<file path="src/rtl/jtag_tap_if.sv">
// Pin-side and boundary-scan-chain-side signals of the TAP controller.
// The slave modport is the TAP itself; master is the pin/chain environment.
interface jtag_tap_if;
  logic       tms_i;
  logic       tdi_i;
  logic       tdo_o;
  logic       tdo_en_o;
  logic       bsr_scan_o;
  logic       bsr_scan_i;
  logic       bsr_shift_o;
  logic       bsr_capture_o;
  logic       bsr_update_o;
  logic       bsr_mode_o;
  logic [3:0] state_o;

  modport slave (
    input  tms_i, tdi_i, bsr_scan_i,
    output tdo_o, tdo_en_o, bsr_scan_o, bsr_shift_o, bsr_capture_o,
           bsr_update_o, bsr_mode_o, state_o
  );

  modport master (
    output tms_i, tdi_i, bsr_scan_i,
    input  tdo_o, tdo_en_o, bsr_scan_o, bsr_shift_o, bsr_capture_o,
           bsr_update_o, bsr_mode_o, state_o
  );
endinterface

</file>
<file path="src/rtl/jtag_tap.sv">
// IEEE 1149.1-style TAP controller driving the BSC boundary-scan chain.
// Define JTAG_TAP_IDCODE_EN to include the IDCODE register and make IDCODE the reset instruction.
//
// state  | meaning
// TLR    | test-logic-reset, active IR forced to reset opcode
// RTI    | run-test/idle
// SEL_DR | select DR scan
// CAP_DR | capture into selected DR
// SH_DR  | shift selected DR
// EX1_DR | exit1 DR
// PAU_DR | pause DR, shift registers frozen
// EX2_DR | exit2 DR
// UPD_DR | update DR
// SEL_IR | select IR scan
// CAP_IR | capture 0..01 into IR shift register
// SH_IR  | shift IR
// EX1_IR | exit1 IR
// PAU_IR | pause IR
// EX2_IR | exit2 IR
// UPD_IR | update active IR
module jtag_tap #(
  parameter int          IR_W       = 4,
  parameter logic [31:0] IDCODE_VAL = 32'h1000_0001
) (
  input logic        tck,
  input logic        rst,
  jtag_tap_if.slave  bus
);

  typedef enum logic [3:0] {
    TLR    = 4'hF, RTI    = 4'hC, SEL_DR = 4'h7, CAP_DR = 4'h6,
    SH_DR  = 4'h2, EX1_DR = 4'h1, PAU_DR = 4'h3, EX2_DR = 4'h0,
    UPD_DR = 4'h5, SEL_IR = 4'h4, CAP_IR = 4'hE, SH_IR  = 4'hA,
    EX1_IR = 4'h9, PAU_IR = 4'hB, EX2_IR = 4'h8, UPD_IR = 4'hD
  } tap_state_t;

  localparam logic [IR_W-1:0] OP_EXTEST = '0;
  localparam logic [IR_W-1:0] OP_SAMPLE = {{(IR_W-1){1'b0}}, 1'b1};
  localparam logic [IR_W-1:0] OP_IDCODE = {{(IR_W-2){1'b0}}, 2'b10};
  localparam logic [IR_W-1:0] OP_BYPASS = '1;
  localparam logic [IR_W-1:0] IR_CAPTURE = {{(IR_W-1){1'b0}}, 1'b1};
`ifdef JTAG_TAP_IDCODE_EN
  localparam logic [IR_W-1:0] OP_RESET = OP_IDCODE;
`else
  localparam logic [IR_W-1:0] OP_RESET = OP_BYPASS;
`endif

  tap_state_t      state_q, state_d;
  logic [IR_W-1:0] ir_shift_q, ir_q;
  logic            bypass_q;
  logic            bsr_sel, idcode_sel;
`ifdef JTAG_TAP_IDCODE_EN
  logic [31:0]     idcode_q;
`endif

  assign bsr_sel = (ir_q == OP_EXTEST) || (ir_q == OP_SAMPLE);
`ifdef JTAG_TAP_IDCODE_EN
  assign idcode_sel = (ir_q == OP_IDCODE);
`else
  assign idcode_sel = 1'b0;
`endif

  always_ff @(posedge tck) begin
    if (rst) begin
      state_q    <= TLR;
      ir_q       <= OP_RESET;
      ir_shift_q <= IR_CAPTURE;
      bypass_q   <= 1'b0;
`ifdef JTAG_TAP_IDCODE_EN
      idcode_q   <= IDCODE_VAL;
`endif
    end else begin
      state_q <= state_d;
      case (state_q)
        TLR:    ir_q       <= OP_RESET;
        CAP_IR: ir_shift_q <= IR_CAPTURE;
        SH_IR:  ir_shift_q <= {bus.tdi_i, ir_shift_q[IR_W-1:1]};
        UPD_IR: ir_q       <= ir_shift_q;
        CAP_DR: begin
          bypass_q <= 1'b0;
`ifdef JTAG_TAP_IDCODE_EN
          idcode_q <= IDCODE_VAL;
`endif
        end
        SH_DR: begin
          bypass_q <= bus.tdi_i;
`ifdef JTAG_TAP_IDCODE_EN
          idcode_q <= {bus.tdi_i, idcode_q[31:1]};
`endif
        end
        default: ;
      endcase
    end
  end

  always_comb begin
    state_d = state_q;
    case (state_q)
      TLR:                 state_d = bus.tms_i ? TLR    : RTI;
      RTI, UPD_DR, UPD_IR: state_d = bus.tms_i ? SEL_DR : RTI;
      SEL_DR:              state_d = bus.tms_i ? SEL_IR : CAP_DR;
      SEL_IR:              state_d = bus.tms_i ? TLR    : CAP_IR;
      CAP_DR, SH_DR:       state_d = bus.tms_i ? EX1_DR : SH_DR;
      EX1_DR:              state_d = bus.tms_i ? UPD_DR : PAU_DR;
      PAU_DR:              state_d = bus.tms_i ? EX2_DR : PAU_DR;
      EX2_DR:              state_d = bus.tms_i ? UPD_DR : SH_DR;
      CAP_IR, SH_IR:       state_d = bus.tms_i ? EX1_IR : SH_IR;
      EX1_IR:              state_d = bus.tms_i ? UPD_IR : PAU_IR;
      PAU_IR:              state_d = bus.tms_i ? EX2_IR : PAU_IR;
      EX2_IR:              state_d = bus.tms_i ? UPD_IR : SH_IR;
      default:             state_d = TLR;
    endcase
  end

  // Moore outputs: the chain acts on the edge that leaves the current state.
  always_comb begin
    bus.tdo_o         = 1'b0;
    bus.tdo_en_o      = (state_q == SH_IR) || (state_q == SH_DR);
    bus.bsr_scan_o    = bus.tdi_i;
    bus.bsr_capture_o = bsr_sel && ((state_q == CAP_DR) || (state_q == SH_DR));
    bus.bsr_shift_o   = bsr_sel && (state_q == SH_DR);
    bus.bsr_update_o  = bsr_sel && (state_q == UPD_DR);
    bus.bsr_mode_o    = (ir_q == OP_EXTEST) && (state_q != TLR);
    bus.state_o       = state_q;
    if (state_q == SH_IR) begin
      bus.tdo_o = ir_shift_q[0];
    end else if (state_q == SH_DR) begin
      if (bsr_sel)
        bus.tdo_o = bus.bsr_scan_i;
`ifdef JTAG_TAP_IDCODE_EN
      else if (idcode_sel)
        bus.tdo_o = idcode_q[0];
`endif
      else
        bus.tdo_o = bypass_q;
    end
  end

endmodule

</file>
<file path="src/flat_wrapper.sv">
// flat-port wrapper written by rule: the top's interface ports become plain ports
module jtag_tap_flat 
#(
  parameter int          IR_W       = 4,
  parameter logic [31:0] IDCODE_VAL = 32'h1000_0001
)
  (tck, rst, bus_tms_i, bus_tdi_i, bus_bsr_scan_i, bus_tdo_o, bus_tdo_en_o, bus_bsr_scan_o, bus_bsr_shift_o, bus_bsr_capture_o, bus_bsr_update_o, bus_bsr_mode_o, bus_state_o);
  jtag_tap_if bus_i ();
  input logic tck;
  input logic rst;
  input wire logic [$bits(bus_i.tms_i)-1:0] bus_tms_i;
  input wire logic [$bits(bus_i.tdi_i)-1:0] bus_tdi_i;
  input wire logic [$bits(bus_i.bsr_scan_i)-1:0] bus_bsr_scan_i;
  output wire logic [$bits(bus_i.tdo_o)-1:0] bus_tdo_o;
  output wire logic [$bits(bus_i.tdo_en_o)-1:0] bus_tdo_en_o;
  output wire logic [$bits(bus_i.bsr_scan_o)-1:0] bus_bsr_scan_o;
  output wire logic [$bits(bus_i.bsr_shift_o)-1:0] bus_bsr_shift_o;
  output wire logic [$bits(bus_i.bsr_capture_o)-1:0] bus_bsr_capture_o;
  output wire logic [$bits(bus_i.bsr_update_o)-1:0] bus_bsr_update_o;
  output wire logic [$bits(bus_i.bsr_mode_o)-1:0] bus_bsr_mode_o;
  output wire logic [$bits(bus_i.state_o)-1:0] bus_state_o;
  assign bus_i.tms_i = bus_tms_i;
  assign bus_i.tdi_i = bus_tdi_i;
  assign bus_i.bsr_scan_i = bus_bsr_scan_i;
  assign bus_tdo_o = bus_i.tdo_o;
  assign bus_tdo_en_o = bus_i.tdo_en_o;
  assign bus_bsr_scan_o = bus_i.bsr_scan_o;
  assign bus_bsr_shift_o = bus_i.bsr_shift_o;
  assign bus_bsr_capture_o = bus_i.bsr_capture_o;
  assign bus_bsr_update_o = bus_i.bsr_update_o;
  assign bus_bsr_mode_o = bus_i.bsr_mode_o;
  assign bus_state_o = bus_i.state_o;
  jtag_tap #(.IR_W(IR_W), .IDCODE_VAL(IDCODE_VAL)) u_core (.tck(tck), .rst(rst), .bus(bus_i));
endmodule
</file>
<file path="config.mk">
export PLATFORM = sky130hd
export DESIGN_NAME = jtag_tap_flat
export DESIGN_NICKNAME = d
export VERILOG_FILES = /design/src/rtl/jtag_tap_if.sv /design/src/rtl/jtag_tap.sv /design/src/flat_wrapper.sv
export SDC_FILE = /design/constraint.sdc
export NUM_CORES = 1
export LEC_CHECK = 0
export CORE_MARGIN = 4
export CORE_UTILIZATION = 30
export CTS_BUF_LIST = sky130_fd_sc_hd__clkbuf_8
export DETAILED_ROUTE_END_ITERATION = 12
export DONT_BUFFER_PORTS = 1
export GPL_ROUTABILITY_DRIVEN = 0
export SYNTH_ARGS = -nofsm -noshare
export SYNTH_HDL_FRONTEND = slang
export SYNTH_SLANG_ARGS = --single-unit
</file>
<file path="constraint.sdc">
create_clock -name tck -period 1.5 [get_ports tck]
set_input_delay 0.3 -clock tck [delete_from_list [all_inputs] [get_ports tck]]
set_output_delay 0.3 -clock tck [all_outputs]
set_load 0.01 [all_outputs]
</file>
==> flow_summary.toml, run 1 <==
[synthesis]
seq_area_frac_synth_pct = 39.4
synth_top_cell_area_share_pct = 39.4
syn_nets = 85
yosys.area.top_type = "dfxtp_1"
synth.most_common_cell = "dfxtp_1"
synth_edf_count = 0
synth_common_cells = "dfxtp_1 (13), nor2_1 (10), nor3_1 (7)"
synthArstFlopShare_pct = 0
synthTopCellsByArea = "dfxtp_1 (39%), nor2_1 (5.7%), o21bai_1 (5.7%), nor3_1 (5.3%), or3b_1 (4.0%)"
synth_area_um2 = 661
ys_ff_latch = 13
syn_avg_cell_area_um2 = 8.26
ys_warn_count = 0
synth-main-ff-cell = "dfxtp_1"
syn_inst = 80
yosysUniqueCellTypes = 28

[pwr]
combPwrFrac_pct = 22.0
powerDensity_nw_per_um2 = 1040
swShare_pct = 29.1
p_clk_share_pct = 33.8
ir_drop_uv = 410
seqPwrFrac_pct = 44.2
p_sw_w = 0.000257
p_total_w = 0.000885
cellLeakagePower_nw = 0.357
internal-power_w = 0.000627

[sta]
timing.fmax_mhz = 538
slew_violations = 0
fin_skew_ns = 0.00178
setup_violations = 5
finalSetupTns_ns = -1.46
slew-limit-headroom_pct = 76.8
hold_viol_final = 0
rsz0062_at_grt = "yes"
period_needed_ns = 1.86
worst_slack_ns = -0.360
timing.final.crit_share_pct = 124
tightest_slew_ns = 0.349
holdWs_ns = 0.123

[die]
coreArea_um2 = 2020
die_area_um2 = 3020
ios = 16
die_w_um = 54.9
initial_core_util_pct = 32.7
fp-row-count = 16
die_y_um = 54.9

[global_route]
grt_use_total_pct = 12.9
grt_pass1_wl_um = 2700
antenna_found_initial = 0
grt_overflow = 0
grt_max_degree = 14
grt_pass1_vias = 614

[run_status]
outcome = "finished with violations"
violations = "setup timing"

[drt]
avgRoutedWirePerCell_um = 13.5
met2WireLength_um = 764
wl_met3_um = 81
highest_layer = "met4"
ant_nets = 0
viasPerCell = 5.10
dr.pass1.iters = 4
vias = 597
drc = 0
wl_um = 1580
first_iter_violations = 6
wl_met1_um = 673

[clocking]
cts_tree = "built"
clock-root-buffer = "clkbuf_8"
htree_levels = 1
clock_latency_ns = 0.24
clk_transition_reported_paths_ns = 0.05
clock_path_buffers = 2
cts_buffers = 3
cts.sinks = 13

[finish]
drive_above_1_share_pct = 28.9
nets = 96
area_growth_pct = 28.2
n_antenna_cell = 0

[setup_path]
worstPathRequired_ns = 1.20
cp_slowest_cell = "or3_4"
worstRegToRegCells = 3
cp-startpoint = "u_core.ir_q[1]"
r2r-start = "u_core.bus.state_o[0]"
cp-endpoint = "bus_tdo_o"
r2r-end = "u_core.bypass_q"
crit_path_start_kind = "flip-flop"
crit_arrival_ns = 1.56
cp_slowest_stage_delay_ns = 0.39
path_class = "reg2out"
crit_path_end_kind = "primary output"
ff2ff_setup_slack_ns = 0.10
critPathMaxFanout = 2
crit_chain = "or3_4 -> mux2i_1 -> a2111oi_2 -> buf_4"

[place]
dp_hpwl_um = 1080
placement.io_buffers = 0

[run]
maxCapViolCount = 0

[worst_hold_path]
hp-class = "in2reg"
-- layout make-up --
type | instances | area, µm²
multi-input combinational | 59 | 407
sequential | 13 | 260
tap | 27 | 33.8
timing repair buffer | 12 | 93.8
clock inverter | 1 | 3.75
clock buffer | 3 | 41.3
fill | 200 | 1170
inverter | 2 | 7.51
-- per-layer routing --
metal  global-route usage, %  up-vias
met2                    18.9       15
met5                       0        -
met1                    15.5      277
li1                        -      300
met3                    2.95        5
met4                    11.7        0
-- worst min-delay path by stage --
stage               from                     to  slack (ns)  cells after the start
finish               rst   u_core.ir_shift_q[2]        0.12                      1
global route         rst        u_core.bypass_q        0.11                      1
CTS                  rst        u_core.bypass_q        0.12                      1
detailed placement   rst        u_core.bypass_q        0.37                      1
global placement     rst   u_core.ir_shift_q[1]        0.37                      1
floorplan            rst  u_core.bus.state_o[3]        0.40                      1
-- state kept, by name (all words and copies together), names as in the netlist --
signal,cells
u_core.bus.state_o,4
u_core.ir_shift_q,4
u_core.bypass_q,1
u_core.ir_q,4
-- cells in the final DEF, fill, tap and decap left out, drive strengths merged --
| cell | Yosys | routed |
|---|---|---|
| a2111oi | 1 | 1 |
| a211oi | 1 | 1 |
| a21oi | 5 | 5 |
| a221o | 1 | 1 |
| a31oi | 1 | 1 |
| and2b | 1 | 1 |
| and3 | 1 | 1 |
| and4 | 1 | 1 |
| buf | 5 | 12 |
| clkbuf | 1 | 3 |
| dfxtp | 13 | 13 |
| inv | 2 | 3 |
| mux2i | 2 | 2 |
| nand2 | 6 | 6 |
| nand2b | 3 | 3 |
| nand3 | 3 | 3 |
| nand3b | 1 | 1 |
| nor2 | 10 | 10 |
| nor2b | 1 | 1 |
| nor3 | 7 | 7 |
| o21ai | 3 | 3 |
| o21bai | 5 | 5 |
| or2 | 1 | 1 |
| or3 | 1 | 1 |
| or3b | 3 | 3 |
| or4b | 1 | 1 |
-- power groups by stage --
stage                     Sequential (W)  Clock, W  Combinational [W]
after CTS                       0.000390  0.000306           0.000191
final                           0.000391  0.000299           0.000194
after floorplan                 0.000399         0           0.000137
after global placement          0.000395         0           0.000179
after global routing            0.000394  0.000317           0.000219
after detailed placement        0.000397         0           0.000180
-- stage by stage --
step / setup WS, ns / utilization [%] / instance area, µm² / cells
CTS: -0.373 / 40.9 / 827 / 116
global placement: -0.0840 / 36.8 / 744 / 111
finish: -0.360 / 41.9 / 847 / 117
global route: -0.434 / 41.9 / 847 / 117
floorplan: -0.0129 / - / 672 / 80
detailed placement: -0.121 / 36.8 / 744 / 111
-- repair_timing --
action / 4_1_cts / 5_1_grt
resized for setup: 6 / 3
pin swaps: 2 / 0
cloned: 0 / 0
hold buffers: 0 / 0
setup endpoints to repair: 5 / 6
setup buffers: 1 / 1
-- worst max-delay path, delay by kind of cell, from the launching register on --
kind                   cells  cell delay (ns)
AND/OR/NAND/NOR            1             0.39
flip-flops                 1             0.31
multiplexers               1             0.14
AO/OA/AOI/OAI              1             0.30
buffers and inverters      1             0.18
-- logic make-up (layout without fill, tap and decap cells) --
group	Yosys count	in the layout	synth area share (%)
and+or+nand+nor	40	40	34.3
DFF	13	13	39.4
muxes	2	2	3.03
AOI/OAI and AO/OA	17	17	16.7
buffers and inverters	8	18	6.63
No activity file was read; power rests on OpenSTA's default activity.
==> run 2: changes to the inputs <==
Clock period 1.5 ns to 2 ns, I/O delays scaled along.
==> run 2 against run 1 <==
Net effect:
- the run still ends with setup timing left
- first-iteration DRC count is 50% lower
- non-clock buffer count is 7 lower
- sequential share of layout area is 4.2 points higher
- clock skew is 0.00073 ns lower
- cell count is 6.0% lower
- core utilization is 4.9 points lower
- routed wire length is 9.6% lower
==> flow_summary.toml, run 2 (synthesis results as in run 1) <==
[place]
placement.io_buffers = 0
place_inst = 106
dp_hpwl_um = 1010

[die]
die_w_um = 54.9
initial_core_util_pct = 32.7
fp-row-count = 16
coreArea_um2 = 2020
die_y_um = 54.9
ios = 16
die_area_um2 = 3020

[global_route]
met3_usage_pct = 4.29
grt_overflow = 0
grt_use_met2_pct = 16.1
grt_pass1_wl_um = 2340
grt_pass1_vias = 493
antenna_found_initial = 0
grt.busiest_layer = "met2"
grt_max_degree = 14
grt_use_total_pct = 10.9
use_met1_pct = 13.4

[run]
maxCapViolCount = 0

[sta]
slew_violations = 0
period_needed_ns = 2.02
holdWs_ns = 0.224
hold_viol_final = 0
tightest_slew_ns = 0.407
timing.final.crit_share_pct = 101
setup_violations = 1
rsz0062_at_grt = "yes"
timing.fmax_mhz = 495
slew-limit-headroom_pct = 72.7
worst_slack_ns = -0.0193
fin_skew_ns = 0.00106

[finish]
final_cell_mix = "dfxtp_1 (12), nor2_1 (10), nor3_1 (7)"
layout_commonest_cell = "dfxtp_1"
n_antenna_cell = 0
area_growth_pct = 13.3
final_cell_count_no_fill = 110
drive_above_1_share_pct = 15.7
nets = 89

[worst_hold_path]
hold_path_depth = 1
hp-class = "in2reg"

[setup_path]
crit_arrival_ns = 1.62
worstPathRequired_ns = 1.60
path_class = "reg2out"
critPathMaxFanout = 3
crit_path_start_kind = "flip-flop"
crit_path_end_kind = "primary output"
worstRegToRegCells = 3

[clocking]
clock_latency_ns = 0.24
cts_buffers = 3
htree_levels = 1
cts_tree = "built"
clock_path_buffers = 2
clk_transition_reported_paths_ns = 0.05
clock-root-buffer = "clkbuf_8"
cts.sinks = 13
postCtsHoldBufs = 0

[drt]
drc = 0
first_iter_violations = 3
vias = 543
avgRoutedWirePerCell_um = 13.0
dr.pass1.iters = 4
viasPerCell = 4.94
ant_nets = 0
wl_um = 1430

[run_status]
outcome = "finished with violations"
violations = "setup timing"

[pwr]
powerDensity_nw_per_um2 = 862
cellLeakagePower_nw = 0.306
ir_drop_uv = 328
==> run 2: changes by cell type in the layout (fill, tap and decap cells not counted), sizes merged <==
cell	before	now
buf	12	5
==> run 2: layer usage <==
layer	routed length [µm]	up-vias
met4	21	0
li1	-	284
met1	695	247
met3	71	2
met5	0	-
met2	641	10
==> run 2: repair_timing <==
| action | CTS | global route |
|---|---|---|
| gates resized for setup | 2 | 1 |
| buffers inserted | 0 | 0 |
| pin swaps | 1 | 0 |
| setup endpoints to repair | 1 | 1 |
| gates cloned | 0 | 0 |
==> run 2: power by group <==
part / switching [W] / internal, W
clock: 0.0000888 / 0.000135
combinational: 0.0000730 / 0.0000511
sequential: 0.0000186 / 0.000278
==> run 2: stage by stage <==
stage                     setup slack, ns  setup TNS (ns)  area, µm²  utilization [%]  power [W]
after global placement              0.195               0        696             34.4   0.000422
after CTS                         -0.0133         -0.0133        747             36.9   0.000649
after floorplan                    0.0874               0        661                -   0.000400
final                             -0.0193         -0.0193        748             37.0   0.000645
after global routing              -0.0507         -0.0507        748             37.0   0.000690
after detailed placement            0.141               0        696             34.4   0.000425
==> run 2: critical path, cell delays in order (launching register included) <==
cell and delay, ns:
dfxtp_2 0.32, or3_4 0.40, mux2i_1 0.13, a2111oi_1 0.35, buf_4 0.19
==> run 2: worst paths after layout <==
path | slack [ns] | to | from
worst min register to register | 0.46 | u_core.ir_shift_q[2] | u_core.ir_shift_q[2]
worst min-delay path | 0.22 | u_core.ir_shift_q[3] | rst
worst max register to register | 0.70 | u_core.bus.state_o[0] | u_core.bus.state_o[2]
worst max-delay path | -0.02 | bus_tdo_o | u_core.ir_q[1]
==> run 2: final cells by class <==
type / count / area (µm²)
repair buffers: 5 / 37.5
inverters: 2 / 7.51
fillers: 208 / 1270
clock inverters: 1 / 3.75
clock buffers: 3 / 41.3
well taps: 27 / 33.8
flip-flops and latches: 13 / 262
multi-input cells: 59 / 363
==> run 3: changes to the inputs <==
Settings changed: CORE_UTILIZATION 30 to 40.
==> run 3 against run 2 <==
Net effect:
- the flow now finishes without violations
- first-iteration DRC count grew to 4.0 times the previous value
- die area is 22% lower
- via count is 1.7% lower
- combinational power is 4% higher
- global-route usage is 1.7 points higher
- fmax is 2.5% higher
- hold slack worse by 0.0042 ns
- total power is 0.92% higher
- routed wire length is 1.5% lower
- clock power is 2% higher
- core utilization is 11 points higher
==> flow_summary.toml, run 3 (synthesis results as in run 1) <==
[run_status]
outcome = "complete, no violations"

[setup_path]
r2r-end = "u_core.bypass_q"
worstPathRequired_ns = 1.60
path_class = "reg2out"
crit_path_start_kind = "flip-flop"
critPathMaxFanout = 3
r2r-start = "u_core.bus.state_o[2]"
worstRegToRegCells = 3
crit_arrival_ns = 1.57
crit_path_end_kind = "primary output"
ff2ff_setup_slack_ns = 0.67

[clocking]
cts_tree = "built"
clock_latency_ns = 0.24
htree_levels = 1
cts_buffers = 3
clock-root-buffer = "clkbuf_8"
clk_transition_reported_paths_ns = 0.06
cts.sinks = 13
clock_path_buffers = 2

[finish]
final_cell_mix = "dfxtp_1 (13), nor2_1 (10), nor3_1 (7)"
drive_above_1_share_pct = 16.7
layout_commonest_cell = "dfxtp_1"
area_growth_pct = 12.9
final_area_um2 = 746
n_antenna_cell = 0
nets = 90

[worst_hold_path]
hp-class = "in2reg"
min_from = "rst"
hold_path_depth = 1
whs_endpoint = "u_core.ir_shift_q[3]"

[sta]
timing.fmax_mhz = 507
period_needed_ns = 1.97
tightest_slew_ns = 0.411
hold_viol_final = 0
setup_violations = 0
slew_violations = 0
rsz0062_at_grt = "yes"
slew-limit-headroom_pct = 72.4
timing.final.crit_share_pct = 98.5
fin_skew_ns = 0.00163

[drt]
first_iter_violations = 12
highest_layer = "met3"
vias = 534
wl_met3_um = 105
wl_met1_um = 695
met2WireLength_um = 609
ant_nets = 0
dr.pass1.iters = 4
avgRoutedWirePerCell_um = 14.1
drc = 0
wl_um = 1410
viasPerCell = 5.34

[die]
die_w_um = 48.6
die_y_um = 48.6
coreArea_um2 = 1540
initial_core_util_pct = 42.9
ios = 16
fp-row-count = 14
die_area_um2 = 2370

[global_route]
grt_pass1_wl_um = 2380
antenna_found_initial = 0
grt_use_total_pct = 12.6
grt_pass1_vias = 497
grt_overflow = 0
grt_max_degree = 14

[pwr]
ir_drop_uv = 509
p_total_w = 0.000651
powerDensity_nw_per_um2 = 872
cellLeakagePower_nw = 0.311

[place]
dp_hpwl_um = 989
place_area_um2 = 682
placement.io_buffers = 0

[run]
maxCapViolCount = 0
run 3: through the flow:
stage          setup slack (ns)  util (%)  hold slack (ns)  std cells   TNS, ns
6_report                 0.0295      48.4            0.219        100         0
5_1_grt                 -0.0429      48.4            0.211        100   -0.0429
4_1_cts                -0.00138      48.1            0.215        100  -0.00138
3_5_place_dp              0.149      44.2            0.451         95         0
3_3_place_gp              0.185      44.2            0.445         95         0
2_1_floorplan            0.0874         -            0.440         80         0
run 3: final cells by class:
| class | instances | area [µm²] |
|---|---|---|
| Clock inverter | 1 | 3.75 |
| Tap cell | 16 | 20.0 |
| Sequential cell | 13 | 260 |
| Inverter | 2 | 7.51 |
| Timing Repair Buffer | 6 | 45.0 |
| Multi-Input combinational cell | 59 | 368 |
| Fill cell | 158 | 796 |
| Clock buffer | 3 | 41.3 |
run 3: worst max-delay path: stages (launching register included):
cell,delay [ns]
dfxtp_1,0.31
or3_4,0.39
mux2i_1,0.14
a2111oi_2,0.31
buf_4,0.18
run 3: where the power goes:
| part | leakage [nW] | total, W | switching, W | internal [W] |
|---|---|---|---|---|
| logic | 0.178 | 0.000129 | 0.0000775 | 0.0000516 |
| registers | 0.106 | 0.000293 | 0.0000152 | 0.000277 |
| clock network | 0.0269 | 0.000229 | 0.0000934 | 0.000135 |
run 3: worst max path at each step:
stage | start | to | depth (start not counted)
finish | u_core.ir_q[3] | bus_tdo_o | 4
global route | u_core.ir_q[3] | bus_tdo_o | 4
CTS | u_core.ir_q[3] | bus_tdo_o | 4
detailed placement | u_core.ir_q[1] | bus_tdo_o | 4
global placement | u_core.ir_q[1] | bus_tdo_o | 4
floorplan | u_core.ir_q[1] | bus_tdo_o | 3
run 3: repair_timing:
item	in CTS	in global routing
setup buffers	1	0
endpoints found under the setup margin	1	1
hold buffers	0	0
pin swaps	2	0
gates resized for setup	2	1
run 3: layer usage:
layer  vias up  global-route usage, %
met5         -                      0
met4         0                   2.69
met3         0                   6.44
met2        16                   17.0
met1       231                   17.7
li1        287                      -
